--- config.mk ---
export PLATFORM = sky130hd
export DESIGN_NAME = modexp_ctrl
export DESIGN_NICKNAME = d
export VERILOG_FILES = /design/src/rtl/modexp_ctrl.sv
export SDC_FILE = /design/constraint.sdc
export NUM_CORES = 1
export LEC_CHECK = 0
export ABC_AREA = 1
export CORE_MARGIN = 2
export CORE_UTILIZATION = 25
export CTS_BUF_LIST = sky130_fd_sc_hd__clkbuf_16
export DETAILED_ROUTE_END_ITERATION = 12
export GPL_ROUTABILITY_DRIVEN = 0
export PLACE_DENSITY = 0.42
export REMOVE_ABC_BUFFERS = 1
export SYNTH_ARGS = -nofsm -noshare
export SYNTH_HDL_FRONTEND = slang
export SYNTH_SLANG_ARGS = --single-unit
--- constraint.sdc ---
create_clock -name clk -period 2.7 [get_ports clk]
set_input_delay 0.27 -clock clk [delete_from_list [all_inputs] [get_ports clk]]
set_output_delay 0.27 -clock clk [all_outputs]
set_load 0.02 [all_outputs]
--- src/rtl/modexp_ctrl.sv ---
// modexp_ctrl: left-to-right square-and-multiply controller for base^exponent mod modulus
// Ports: clk, reset_l (async, active-low); start/base/exponent/modulus request a computation;
// busy/done/result report it; mul_start/mul_a/mul_b/mul_n issue modular multiplies to an
// external multiplier that answers with mul_valid/mul_result.
module modexp_ctrl #(
  parameter int WIDTH = 5,
  parameter int EXP_WIDTH = 5
) (
  input  logic                 clk,
  input  logic                 reset_l,
  input  logic                 start,
  input  logic [WIDTH-1:0]     base,
  input  logic [EXP_WIDTH-1:0] exponent,
  input  logic [WIDTH-1:0]     modulus,
  output logic                 busy,
  output logic                 done,
  output logic [WIDTH-1:0]     result,
  output logic                 mul_start,
  output logic [WIDTH-1:0]     mul_a,
  output logic [WIDTH-1:0]     mul_b,
  output logic [WIDTH-1:0]     mul_n,
  input  logic                 mul_valid,
  input  logic [WIDTH-1:0]     mul_result
);
  localparam int IW = EXP_WIDTH > 1 ? $clog2(EXP_WIDTH) : 1;
  localparam logic [IW-1:0] TOP = IW'(EXP_WIDTH - 1);
  typedef enum logic [2:0] {IDLE, REDUCE, SCAN, SQR_REQ, SQR_WAIT, MUL_REQ, MUL_WAIT, FINISH} state_t;
  state_t state, nxt;
  logic [WIDTH-1:0] b_reg, n_reg, r, res_q;
  logic [EXP_WIDTH-1:0] e_reg;
  logic [IW-1:0] i;
  logic seen, small_n, last, sqr, act;
  assign small_n = (n_reg[WIDTH-1:1] == '0);
  assign last = (i == '0);
  always_ff @(posedge clk or negedge reset_l)
    if (!reset_l) state <= IDLE;
    else state <= nxt;
  always_comb begin
    nxt = state;
    case (state)
      IDLE:     nxt = start ? REDUCE : IDLE;
      REDUCE:   nxt = small_n ? FINISH : (b_reg >= n_reg ? REDUCE : SCAN);
      SCAN:     nxt = seen ? SQR_REQ : (last ? FINISH : SCAN);
      SQR_REQ:  nxt = SQR_WAIT;
      SQR_WAIT: nxt = !mul_valid ? SQR_WAIT : (e_reg[i] ? MUL_REQ : (last ? FINISH : SCAN));
      MUL_REQ:  nxt = MUL_WAIT;
      MUL_WAIT: nxt = !mul_valid ? MUL_WAIT : (last ? FINISH : SCAN);
      default:  nxt = IDLE;
    endcase
  end
  always_comb begin
    sqr = state == SQR_REQ || state == SQR_WAIT;
    act = sqr || state == MUL_REQ || state == MUL_WAIT;
    busy = state != IDLE && state != FINISH;
    done = state == FINISH;
    result = state == FINISH ? r : res_q;
    mul_start = state == SQR_REQ || state == MUL_REQ;
    mul_a = act ? r : '0;
    mul_b = act ? (sqr ? r : b_reg) : '0;
    mul_n = act ? n_reg : '0;
  end
  // r starts at 1 so an all-zero exponent yields 1; the first one bit loads r with the
  // reduced base instead of squaring 1, which keeps the multiply count minimal.
  always_ff @(posedge clk or negedge reset_l)
    if (!reset_l) begin
      b_reg <= '0;
      n_reg <= '0;
      e_reg <= '0;
      r <= '0;
      res_q <= '0;
      i <= '0;
      seen <= 1'b0;
    end else begin
      case (state)
        IDLE: if (start) begin
          b_reg <= base;
          e_reg <= exponent;
          n_reg <= modulus;
          r <= WIDTH'(1);
          i <= TOP;
          seen <= 1'b0;
        end
        REDUCE: if (small_n) r <= '0;
        else if (b_reg >= n_reg) b_reg <= b_reg - n_reg;
        SCAN: if (!seen) begin
          if (e_reg[i]) begin
            r <= b_reg;
            seen <= 1'b1;
          end
          if (!last) i <= i - IW'(1);
        end
        SQR_WAIT: if (mul_valid) begin
          r <= mul_result;
          if (!e_reg[i] && !last) i <= i - IW'(1);
        end
        MUL_WAIT: if (mul_valid) begin
          r <= mul_result;
          if (!last) i <= i - IW'(1);
        end
        FINISH: res_q <= r;
        default: ;
      endcase
    end
endmodule

==> results of run 1 <==
## repair_timing
action	4_1_cts	5_1_grt
resized for setup	1	4
gates cloned	0	0
pin swaps	0	0
setup endpoints to repair	4	4
## logic make-up (layout without fill, tap and decap cells)
group           after synthesis  count (layout)  share of synthesized area
simple gates                161             161                      0.363
buf+inv                      45              97                     0.0831
flops                        32              32                      0.374
compound gates               43              43                      0.121
fa+ha+maj                     8               8                     0.0503
xor+xnor                      2               2                    0.00819
## power by group
group	switching, W	internal (W)
registers	0.000197	0.000700
clock network	0.000211	0.000430
logic	0.00149	0.000922
## per-stage QoR
stage | hold slack, ns | instances
6_report | 0.409 | 448
5_1_grt | 0.465 | 448
4_1_cts | 0.438 | 448
3_5_place_dp | 0.463 | 440
3_3_place_gp | 0.460 | 440
2_1_floorplan | -0.0256 | 288
## worst paths after layout
path	from	endpoint	cells past startpoint
worst min-delay path	reset_l	res_q[2]	2
max in group asynchronous	reset_l	state[2]	2
worst max register to register	state[2]	b_reg[1]	8
worst max-delay path	state[2]	result[3]	5
worst min register to register	res_q[4]	res_q[4]	2
min in group clk	res_q[4]	res_q[4]	2
## cells in the final DEF (no fill, tap or decap), types with 6 or more instances in the layout
cell type / n
a21oi_1: 10
clkdlybuf4s50_1: 42
dfrtp_1: 32
ha_1: 7
inv_1: 32
inv_2: 11
nand2_1: 100
nand2_2: 7
nand3_1: 22
nor2_1: 9
o21ai_0: 19
o21ai_1: 6
## layout make-up
| cell class | instances | area (µm²) | share of cell area |
|---|---|---|---|
| inverters | 42 | 158 | 0.0544 |
| well taps | 105 | 131 | 0.0454 |
| repair buffers | 47 | 478 | 0.165 |
| clock buffers | 5 | 125 | 0.0432 |
| clock inverters | 3 | 38.8 | 0.0134 |
| flip-flops and latches | 32 | 801 | 0.276 |
| multi-input cells | 214 | 1160 | 0.402 |
## layer usage
| metal | up-vias | wire (µm) | part of all wire |
|---|---|---|---|
| li1 | 1041 | - | - |
| met1 | 876 | 2830 | 0.48 |
| met2 | 36 | 2680 | 0.46 |
| met3 | 6 | 230 | 0.039 |
| met4 | 0 | 99 | 0.017 |
| met5 | - | 0 | 0 |
==> summary.md, run 1 <==
| Metric | Value |
|---|---|
| Worst path required time | 2.43 ns |
| Reg clk slew, reported paths | 0.06 ns |
| TritonCTS buffer count | 5 |
| Starting Density | 0.259 |
| Most used routing layer | met2 |
| Die width | roughly 96 µm |
| Pwr dens | between 1000 and 1500 nW/µm² |
| Yosys reg bits | 32 |
| Wire per inst | around 13 µm |
| Final setup TNS | 0 ns |
| Peak VDD IR | between 0.3 and 0.4 mV |
| Final Core Density | 0.351 |
| Nets | 374 |
| Crit Path Category | flop to output port |
| Asr flop ratio synth | 1.00 |
| Post-route ant nets | 0 |
| Core area | ~8300 µm² |
| Synth unique cells | 34 |
| Max-slew headroom | 0.619 |
| CTS H-Tree Depth | 2 |
| ANT cells | 0 |
| Met1 Usage GRT | 0.194 |
| Die H | 96.5 µm |
| Worst Setup Start Kind | flop |
| CTS tree | built |
| Delay-heaviest family, CP | buffers and inverters |
| Final min period | around 2.5 ns |
| Pins Over Slew Limit | 0 |
| Post-Syn Area per Cell | about 7.3 µm² |
| Status | finished clean |
| Cts hold-fix bufs | 0 |
| Period utilisation layout | 0.925 |
| Clock latency on the worst-skew pair | between 0.2 and 0.3 ns |
| DRC viols | 0 |
| WP buf/inv | 3 |
| Met2 GRT Util | 0.214 |
| Starting DRT DRC Count | 46 |
| Fmax | between 0.4 and 0.5 GHz |
| Row count | 33 |
| First-pass GRT wire length | between 9000 and 10000 µm |
| Pre-antenna DRT Iters | 4 |
| Area leader, netlist | dfrtp_1 |
| Synth-to-Final Area Change | 35.5% |
| DR vias | 1959 |
| Cells after synthesis | slightly below 300 |
| GR Util met3 | 0.0279 |
| Vias in the first global route | about 1900 |
| Synthesized area | approximately 2100 µm² |
| Final instance area | ~2900 µm² |
| Reg-to-reg setup timing slack | between 0.7 and 0.8 ns |
| DRT Wirelength | approximately 5800 µm |
| CP peak stage delay | roughly 0.63 ns |
| Worst hold path type | primary input to asynchronous set/reset pin |
| Clock skew | ~0.004 ns |
| Tot Pwr | around 0.0040 W |
| Place WS | roughly 0.27 ns |
| Most frequent cell after synthesis | nand2_1 |
| Clk buf depth | 2 |
| Die footprint | just over 9000 µm² |
| Ranking of synthesized cells by area | dfrtp_1 37%, nand2_1 18%, inv_1 5.4% |
| YS warnings | 0 |
| HPWL Detailed | about 4600 µm |
| Via density | 4.37 |
| Synth top area share | 0.374 |
| I/O Buffers | 46 |
| FILL cells | just under 900 |
| Worst-path cell chain | inv_2 > nor2_2 > inv_1 > o21ai_1 > clkdlybuf4s50_1 |
| Max-cap violation count | 0 |
| Worst-Margin Slew | roughly 0.57 ns |
| Total global-route track usage | 0.139 |
| Placed cell areas | around 2700 µm² |
| CTS root buffer | clkbuf_16 |
| Unrepaired setup endpoints after global routing | false |
| I/O Pins | 47 |
| Largest net degree at the start of global routing | 33 |
| Clk sink count | 32 |
| Number of synthesized flops with an enable pin | 0 |
| Initial antenna violation count | 0 |
| Crit path max fanout | 7 |
| Leak Pwr | around 1.5 nW |
| Fin. Hold Viols | 0 |
| CP arrival | between 2 and 2.5 ns |
| Final worst slack | 0.203 ns |
| Register area share after synthesis | 0.374 |
| Post-synth top cells | 100 x nand2_1, 32 x dfrtp_1, 31 x inv_1 |
| Total global routing overflow | 0 |
| Ys flop type | dfrtp_1 |
| Setup bufs post-CTS | 0 |
| Critical-path top delay cell | clkdlybuf4s50_1 |
| Layout cell share with drive strength beyond 1 | 0.122 |
| Crit path capture type | output port |
| Final setup viols | 0 |
Power figures use the tool's default switching activity.
==> run 2: changes to the inputs <==
--- a/config.mk
+++ b/config.mk
@@ -11,7 +11,9 @@
 export CTS_BUF_LIST = sky130_fd_sc_hd__clkbuf_16
 export DETAILED_ROUTE_END_ITERATION = 12
 export GPL_ROUTABILITY_DRIVEN = 0
+export GPL_TIMING_DRIVEN = 0
 export PLACE_DENSITY = 0.42
+export RECOVER_POWER = 25
 export REMOVE_ABC_BUFFERS = 1
 export SYNTH_ARGS = -nofsm -noshare
 export SYNTH_HDL_FRONTEND = slang
==> run 2 against run 1 <==
  * The flow now finishes with violations (max-capacitance violations, max-slew violations)
  * Combinational power hardly changed
  * Wire length is 1.5% higher
  * Clock power is 17% lower
  * Core utilization is 0.55 points lower
  * Maximum frequency is 0.17% higher
  * Largest power group unchanged
  * Non-clock buffer count is 1 lower
  * Sequential share of layout area is 0.44 points higher
  * Global-route usage is 0.080 points higher
  * Sequential power is 0.6% higher
  * Clock skew is 0.00053 ns higher
==> summary.md, run 2 (synthesis gave the netlist of run 1 again) <==
| Metric | Value |
|---|---|
| Status | finished with violations |
| Failing checks | max-capacitance violations, max-slew violations |
| I/O Buffers | 46 (unchanged) |
| First-pass GRT wire length | 9920 µm (+2.3%) |
| Starting Density | 0.259 (unchanged) |
| Crit path capture type | output port |
| CP peak stage delay | 0.64 ns (about the same) |
| Clk buf depth | 2 (unchanged) |
| Worst path required time | 2.43 ns (about the same) |
| Peak VDD IR | 0.405 mV (+5.7%) |
| Tot Pwr | 0.00386 W (-2.3%) |
| FILL cells | 918 (+2.9%) |
| Met1 Usage GRT | 0.196 (+0.00117) |
| Post-route ant nets | 0 (unchanged) |
| WP buf/inv | 3 (unchanged) |
| Worst-Margin Slew | 1.87 ns (+1.30 ns) |
| Total global routing overflow | 0 (unchanged) |
| Core area | 8260 µm² (unchanged) |
| Worst-path cell chain | inv_2 > nor2_2 > inv_1 > o21ai_1 > clkdlybuf4s50_1 |
| ANT cells | 0 (unchanged) |
| I/O Pins | 47 (unchanged) |
| Row count | 33 (unchanged) |
| Total global-route track usage | 0.140 (+0.000798) |
| DR vias | 2007 (+2.5%) |
| Cts hold-fix bufs | 0 (unchanged) |
| Die width | 96.5 µm (unchanged) |
| Clock latency on the worst-skew pair | 0.28 ns (about the same) |
| Period utilisation layout | 0.923 (-0.00153) |
| Vias in the first global route | 1927 (+3.2%) |
| Reg clk slew, reported paths | 0.05 ns (about the same) |
| CP arrival | 2.22 ns (about the same) |
| Pwr dens | 1350 nW/µm² (-0.78%) |
| Comb power frac | 0.627 (+0.016) |
| Critical-path top delay cell | clkdlybuf4s50_1 |
| Unrepaired setup endpoints after global routing | false |
| Via density | 4.50 (+2.9%) |
| Nets | 373 (-0.27%) |
| Sw frac | 0.494 (+0.0133) |
| Pre-antenna DRT Iters | 4 (unchanged) |
| Final setup TNS | 0 ns (unchanged) |
| Largest net degree at the start of global routing | 33 (unchanged) |
| Crit Path Category | flop to output port |
| Max-cap violation count | 1 (+1) |
| CTS tree | built |
| CTS H-Tree Depth | 2 (unchanged) |
| Clk pwr share | 0.139 (-0.023) |
| Final cell count without fillers | 446 (-0.45%) |
| DRC viols | 0 (unchanged) |
| HPWL Detailed | 4560 µm (-0.15%) |
| Delay-heaviest family, CP | buffers and inverters |
| Starting DRT DRC Count | 58 (+26%) |
| Clock skew | 0.00451 ns (+0.000532 ns) |
| TritonCTS buffer count | 5 (unchanged) |
| Setup bufs post-CTS | 0 (unchanged) |
| CTS root buffer | clkbuf_16 |
| Commonest non-fill, non-tap cell in the layout | nand2_1 |
| Crit path max fanout | 7 (unchanged) |
| Most used routing layer | met2 |
| Pins Over Slew Limit | 33 (+33) |
| Psw | 0.00191 W (+0.37%) |
| Dpl cells | 439 (-0.23%) |
| Final min period | 2.49 ns (-0.00414 ns) |
| Wire per inst | 13.3 µm (+1.9%) |
| Worst Setup Start Kind | flop |
| Die footprint | 9310 µm² (unchanged) |
| Layout cell share with drive strength beyond 1 | 0.114 (-0.00808) |
| Fmax | 0.401 GHz (+0.17%) |
| Fin. Hold Viols | 0 (unchanged) |
| DRT Wirelength | 5930 µm (+1.5%) |
| GR Util met3 | 0.0248 (-0.00310) |
| Worst hold path type | flop to flop |
| Sequential Power Share | 0.234 (+0.007) |
| Die H | 96.5 µm (unchanged) |
| Int Pwr | 0.00195 W (-4.8%) |
| Initial antenna violation count | 0 (unchanged) |
| Max-slew headroom | -0.245 (-0.864) |
| Leak Pwr | 1.48 nW (-1.8%) |
| Final setup viols | 0 (unchanged) |
| Clk sink count | 32 (unchanged) |
| Met2 GRT Util | 0.222 (+0.00868) |
| Most frequent cells in the layout | 100 x nand2_1, 41 x clkdlybuf4s50_1, 32 x dfrtp_1 |
| Synth-to-Final Area Change | 33.4% |
run 2: cell count changes in the layout (fill, tap and decap cells not counted), sizes merged:
cell           previous run  this run
clkinv                    1         2
clkdlybuf4s50            42        41
clkbuf                    5         6
buf                       1         0
inv                      43        42
bufinv                    1         0
run 2: routing by layer:
layer,vias to the layer above,wire (µm),share of wire
met1,930,2960,0.50
met5,-,0,0
met4,0,81,0.014
met3,5,206,0.035
met2,37,2680,0.45
li1,1035,-,-
run 2: path summary, 6_finish.rpt:
path                           from        end  slack, ns  cells past startpoint
hold / removal             res_q[2]   res_q[2]       0.47                      2
min in group asynchronous   reset_l   res_q[2]       0.51                      1
setup reg to reg           state[2]   b_reg[4]       0.74                      8
max in group asynchronous   reset_l       seen       1.12                      1
hold reg to reg            res_q[2]   res_q[2]       0.47                      2
setup / recovery           state[2]  result[3]       0.21                      5
run 2: timing repair:
item	CTS	global route
resized for setup	1	4
setup endpoints to repair	4	4
endpoints found under the hold margin	0	0
run 2: final cells by class:
cell class | count | area, µm² | share of cell area
Timing Repair Buffer | 46 | 464 | 0.163
Clock inverter | 2 | 7.51 | 0.00263
Inverter | 42 | 158 | 0.0553
Sequential cell | 32 | 801 | 0.281
Multi-Input combinational cell | 214 | 1160 | 0.409
Tap cell | 105 | 131 | 0.0461
Clock buffer | 5 | 125 | 0.0439
run 2: power by group through the flow:
stage | sequential (W) | clock (W) | combinational, W
6_report | 0.000903 | 0.000535 | 0.00242
5_1_grt | 0.000935 | 0.000577 | 0.00277
4_1_cts | 0.000905 | 0.000553 | 0.00247
3_5_place_dp | 0.000910 | 0 | 0.00245
3_3_place_gp | 0.000909 | 0 | 0.00245
2_1_floorplan | 0.000844 | 0 | 0.00171
run 2: per-stage QoR:
| stage | utilization | hold WS (ns) | area (µm²) | worst slack [ns] |
|---|---|---|---|---|
| after detailed placement | 0.328 | 0.411 | 2710 | 0.203 |
| after CTS | 0.344 | 0.114 | 2840 | 0.0189 |
| final | 0.345 | 0.472 | 2850 | 0.207 |
| after global routing | 0.345 | 0.492 | 2850 | 0.0230 |
| after global placement | 0.328 | 0.460 | 2710 | 0.199 |
| after floorplan | - | -0.0256 | 2120 | 0.932 |
run 2: worst min-delay path: stages (launching register included):
cell,delay [ns]
dfrtp_1,0.32
nand2_1,0.05
nand2_1,0.06
==> run 3: changes to the inputs <==
--- a/config.mk
+++ b/config.mk
@@ -7,12 +7,12 @@
 export LEC_CHECK = 0
 export ABC_AREA = 1
 export CORE_MARGIN = 2
-export CORE_UTILIZATION = 25
+export CORE_UTILIZATION = 46
 export CTS_BUF_LIST = sky130_fd_sc_hd__clkbuf_16
 export DETAILED_ROUTE_END_ITERATION = 12
 export GPL_ROUTABILITY_DRIVEN = 0
 export GPL_TIMING_DRIVEN = 0
-export PLACE_DENSITY = 0.42
+export PLACE_DENSITY = 0.74
 export RECOVER_POWER = 25
 export REMOVE_ABC_BUFFERS = 1
 export SYNTH_ARGS = -nofsm -noshare
==> constraint.sdc (replaced) <==
create_clock -name clk -period 2 [get_ports clk]
set_input_delay 0.2 -clock clk [delete_from_list [all_inputs] [get_ports clk]]
set_output_delay 0.2 -clock clk [all_outputs]
set_load 0.02 [all_outputs]
==> run 3 against run 2 <==
  * The flow still finishes with violations (max-capacitance violations, max-slew violations)
  * Clock-buffer cell count unchanged
  * Worst hold slack got worse by 0.11 ns
  * First-iteration DRC count increased to 3.8 times the previous value
  * Sequential power increased by 33%
  * Critical endpoint is now mul_n[0]
  * Final cell count decreased by 10%
  * Total power increased by 39%
  * Largest cell class unchanged
==> summary.md, run 3 (synthesis gave the netlist of run 1 again) <==
| Metric | Value |
|---|---|
| Worst path required time | 1.80 ns (-0.63 ns) |
| Int Pwr | 0.00277 W (+42%) |
| FILL cells | 414 (-55%) |
| Clock latency on the worst-skew pair | 0.27 ns (about the same) |
| CTS root buffer | clkbuf_16 |
| CP arrival | 1.76 ns (-0.46 ns) |
| Crit path max fanout | 9 (+2) |
| Pins Over Slew Limit | 33 (unchanged) |
| Worst-path cell chain | inv_4 > nand3_1 > o21ai_4 > inv_4 > nand2_8 > buf_4 > nand2_1 > inv_2 > buf_2 |
| Wire per inst | 13.1 µm (-1.5%) |
| Synth-to-Final Area Change | 32.7% |
| Tot Pwr | 0.00538 W (+39%) |
| Peak VDD IR | 0.814 mV (+100%) |
| Status | finished with violations |
| Layout cell share with drive strength beyond 1 | 0.187 (+0.0724) |
| Place WS | -0.350 ns (-0.553 ns) |
| Worst R2R Path Depth | 11 (+3) |
| Pwr dens | 1900 nW/µm² (+40%) |
| Top cell by count, worst path | inv_4 |
| Starting DRT DRC Count | 222 (+280%) |
| DRT Wirelength | 5240 µm (-12%) |
| Period utilisation layout | 0.980 |
| Max-slew headroom | -0.135 (+0.110) |
| Reg-to-reg setup timing slack | 0.20 ns (-0.54 ns) |
| Clk pwr share | 0.156 (+0.017) |
| TritonCTS buffer count | 5 (unchanged) |
| Pre-antenna DRT Iters | 4 (unchanged) |
| Crit path capture type | output port |
| Row count | 24 (-27%) |
| R2R Path End | b_reg[1] |
| Largest net degree at the start of global routing | 33 (unchanged) |
| CTS H-Tree Depth | 2 (unchanged) |
| Post-route ant nets | 0 (unchanged) |
| Leak Pwr | 1.52 nW (+2.7%) |
| Comb power frac | 0.620 (-0.007) |
| Critical-path top delay cell | dfrtp_2 |
| Clk buf depth | 2 (unchanged) |
| Die H | 72.2 µm (-25%) |
| Initial antenna violation count | 0 (unchanged) |
| First-pass GRT wire length | 8100 µm (-18%) |
| Final worst slack | 0.0409 ns (-0.166 ns) |
| Unrepaired setup endpoints after global routing | true |
| Final setup TNS | 0 ns (unchanged) |
| Clk sink count | 32 (unchanged) |
| Vias in the first global route | 1754 (-9.0%) |
| Critical R2R Launch | n_reg[2] |
| Core area | 4410 µm² (-47%) |
| DRC viols | 0 (unchanged) |
| Max-cap violation count | 1 (unchanged) |
| Commonest non-fill, non-tap cell in the layout | nand2_1 |
| Cts hold-fix bufs | 0 (unchanged) |
| Nets | 379 (+1.6%) |
| DR vias | 2053 (+2.3%) |
| Worst-Margin Slew | 1.70 ns (-0.165 ns) |
| Most frequent cells in the layout | 100 x nand2_1, 30 x inv_1, 29 x dfrtp_1 |
| Die footprint | 5210 µm² (-44%) |
| HPWL Detailed | 3740 µm (-18%) |
| CTS tree | built |
| Via density | 5.13 (+14%) |
| Starting Density | 0.484 (+0.225) |
| Sw frac | 0.486 (-0.00812) |
| Total global-route track usage | 0.200 (+0.0604) |
| Fmax | ~0.51 GHz |
| CP peak stage delay | 0.47 ns (-0.17 ns) |
| Final Core Density | 0.643 (+0.298) |
| Reg clk slew, reported paths | 0.06 ns (about the same) |
| I/O Pins | 47 (unchanged) |
| Psw | 0.00262 W (+37%) |
| Failing checks | max-capacitance violations, max-slew violations |
| Sequential Power Share | 0.224 (-0.010) |
| Worst Setup Start Kind | flop |
| Worst hold path type | primary input to asynchronous set/reset pin |
| I/O Buffers | 46 (unchanged) |
| Final min period | around 2.0 ns |
| ANT cells | 0 (unchanged) |
| Clock skew | 0.00675 ns (+0.00223 ns) |
| Final setup viols | 0 (unchanged) |
| Total global routing overflow | 0 (unchanged) |
| Crit Path Category | flop to output port |
| Min Hold Slack | 0.367 ns (-0.106 ns) |
| Die width | 72.2 µm (-25%) |
| Fin. Hold Viols | 0 (unchanged) |
## run 3: final cells by class
type / count / area [µm²] / share of cell area
multi-input combinational: 214 / 1190 / 0.421
sequential: 32 / 805 / 0.284
timing repair buffer: 52 / 448 / 0.158
inverter: 42 / 163 / 0.0573
clock buffer: 5 / 125 / 0.0441
tap: 52 / 65.1 / 0.0229
clock inverter: 3 / 37.5 / 0.0132
## run 3: per-layer routing
metal | vias to the layer above | global-route usage | part of all wire
li1 | 1047 | - | -
met1 | 931 | 0.274 | 0.45
met2 | 68 | 0.327 | 0.49
met3 | 7 | 0.0333 | 0.050
met4 | 0 | 0.0608 | 0.013
met5 | - | 0 | 0
## run 3: critical path, delay by kind of cell, from the launching register on
kind | cells | cell delay (ns)
buffers and inverters | 5 | 0.57
DFF | 1 | 0.47
AOI/OAI and AO/OA | 1 | 0.12
and+or+nand+nor | 3 | 0.32
## run 3: power by group through the flow
stage / sequential, W / combinational (W) / clock (W)
2_1_floorplan: 0.00114 / 0.00231 / 0
4_1_cts: 0.00121 / 0.00318 / 0.000850
6_report: 0.00120 / 0.00334 / 0.000841
3_5_place_dp: 0.00121 / 0.00320 / 0
3_3_place_gp: 0.00121 / 0.00316 / 0
5_1_grt: 0.00123 / 0.00371 / 0.000884
## run 3: worst max path at each step
stage                to  cells past startpoint      from  slack, ns
2_1_floorplan  mul_b[0]                      7  state[2]       0.30
3_3_place_gp   mul_b[0]                      8  state[2]      -0.35
3_5_place_dp   mul_b[0]                      8  state[2]      -0.35
4_1_cts        mul_n[4]                      8  state[0]      0.003
5_1_grt        mul_n[3]                      9  state[0]      -0.05
6_report       mul_n[0]                      9  state[2]       0.04
## run 3: per-stage QoR
stage               std cells  area, µm²
CTS                       396       2810
floorplan                 288       2120
global placement          386       2640
finish                    400       2840
global route              400       2840
detailed placement        386       2640
## run 3: timing repair
item | CTS | global route
pin swaps | 0 | 2
setup buffers | 2 | 4
gates resized for setup | 44 | 27
endpoints found under the setup margin | 23 | 23
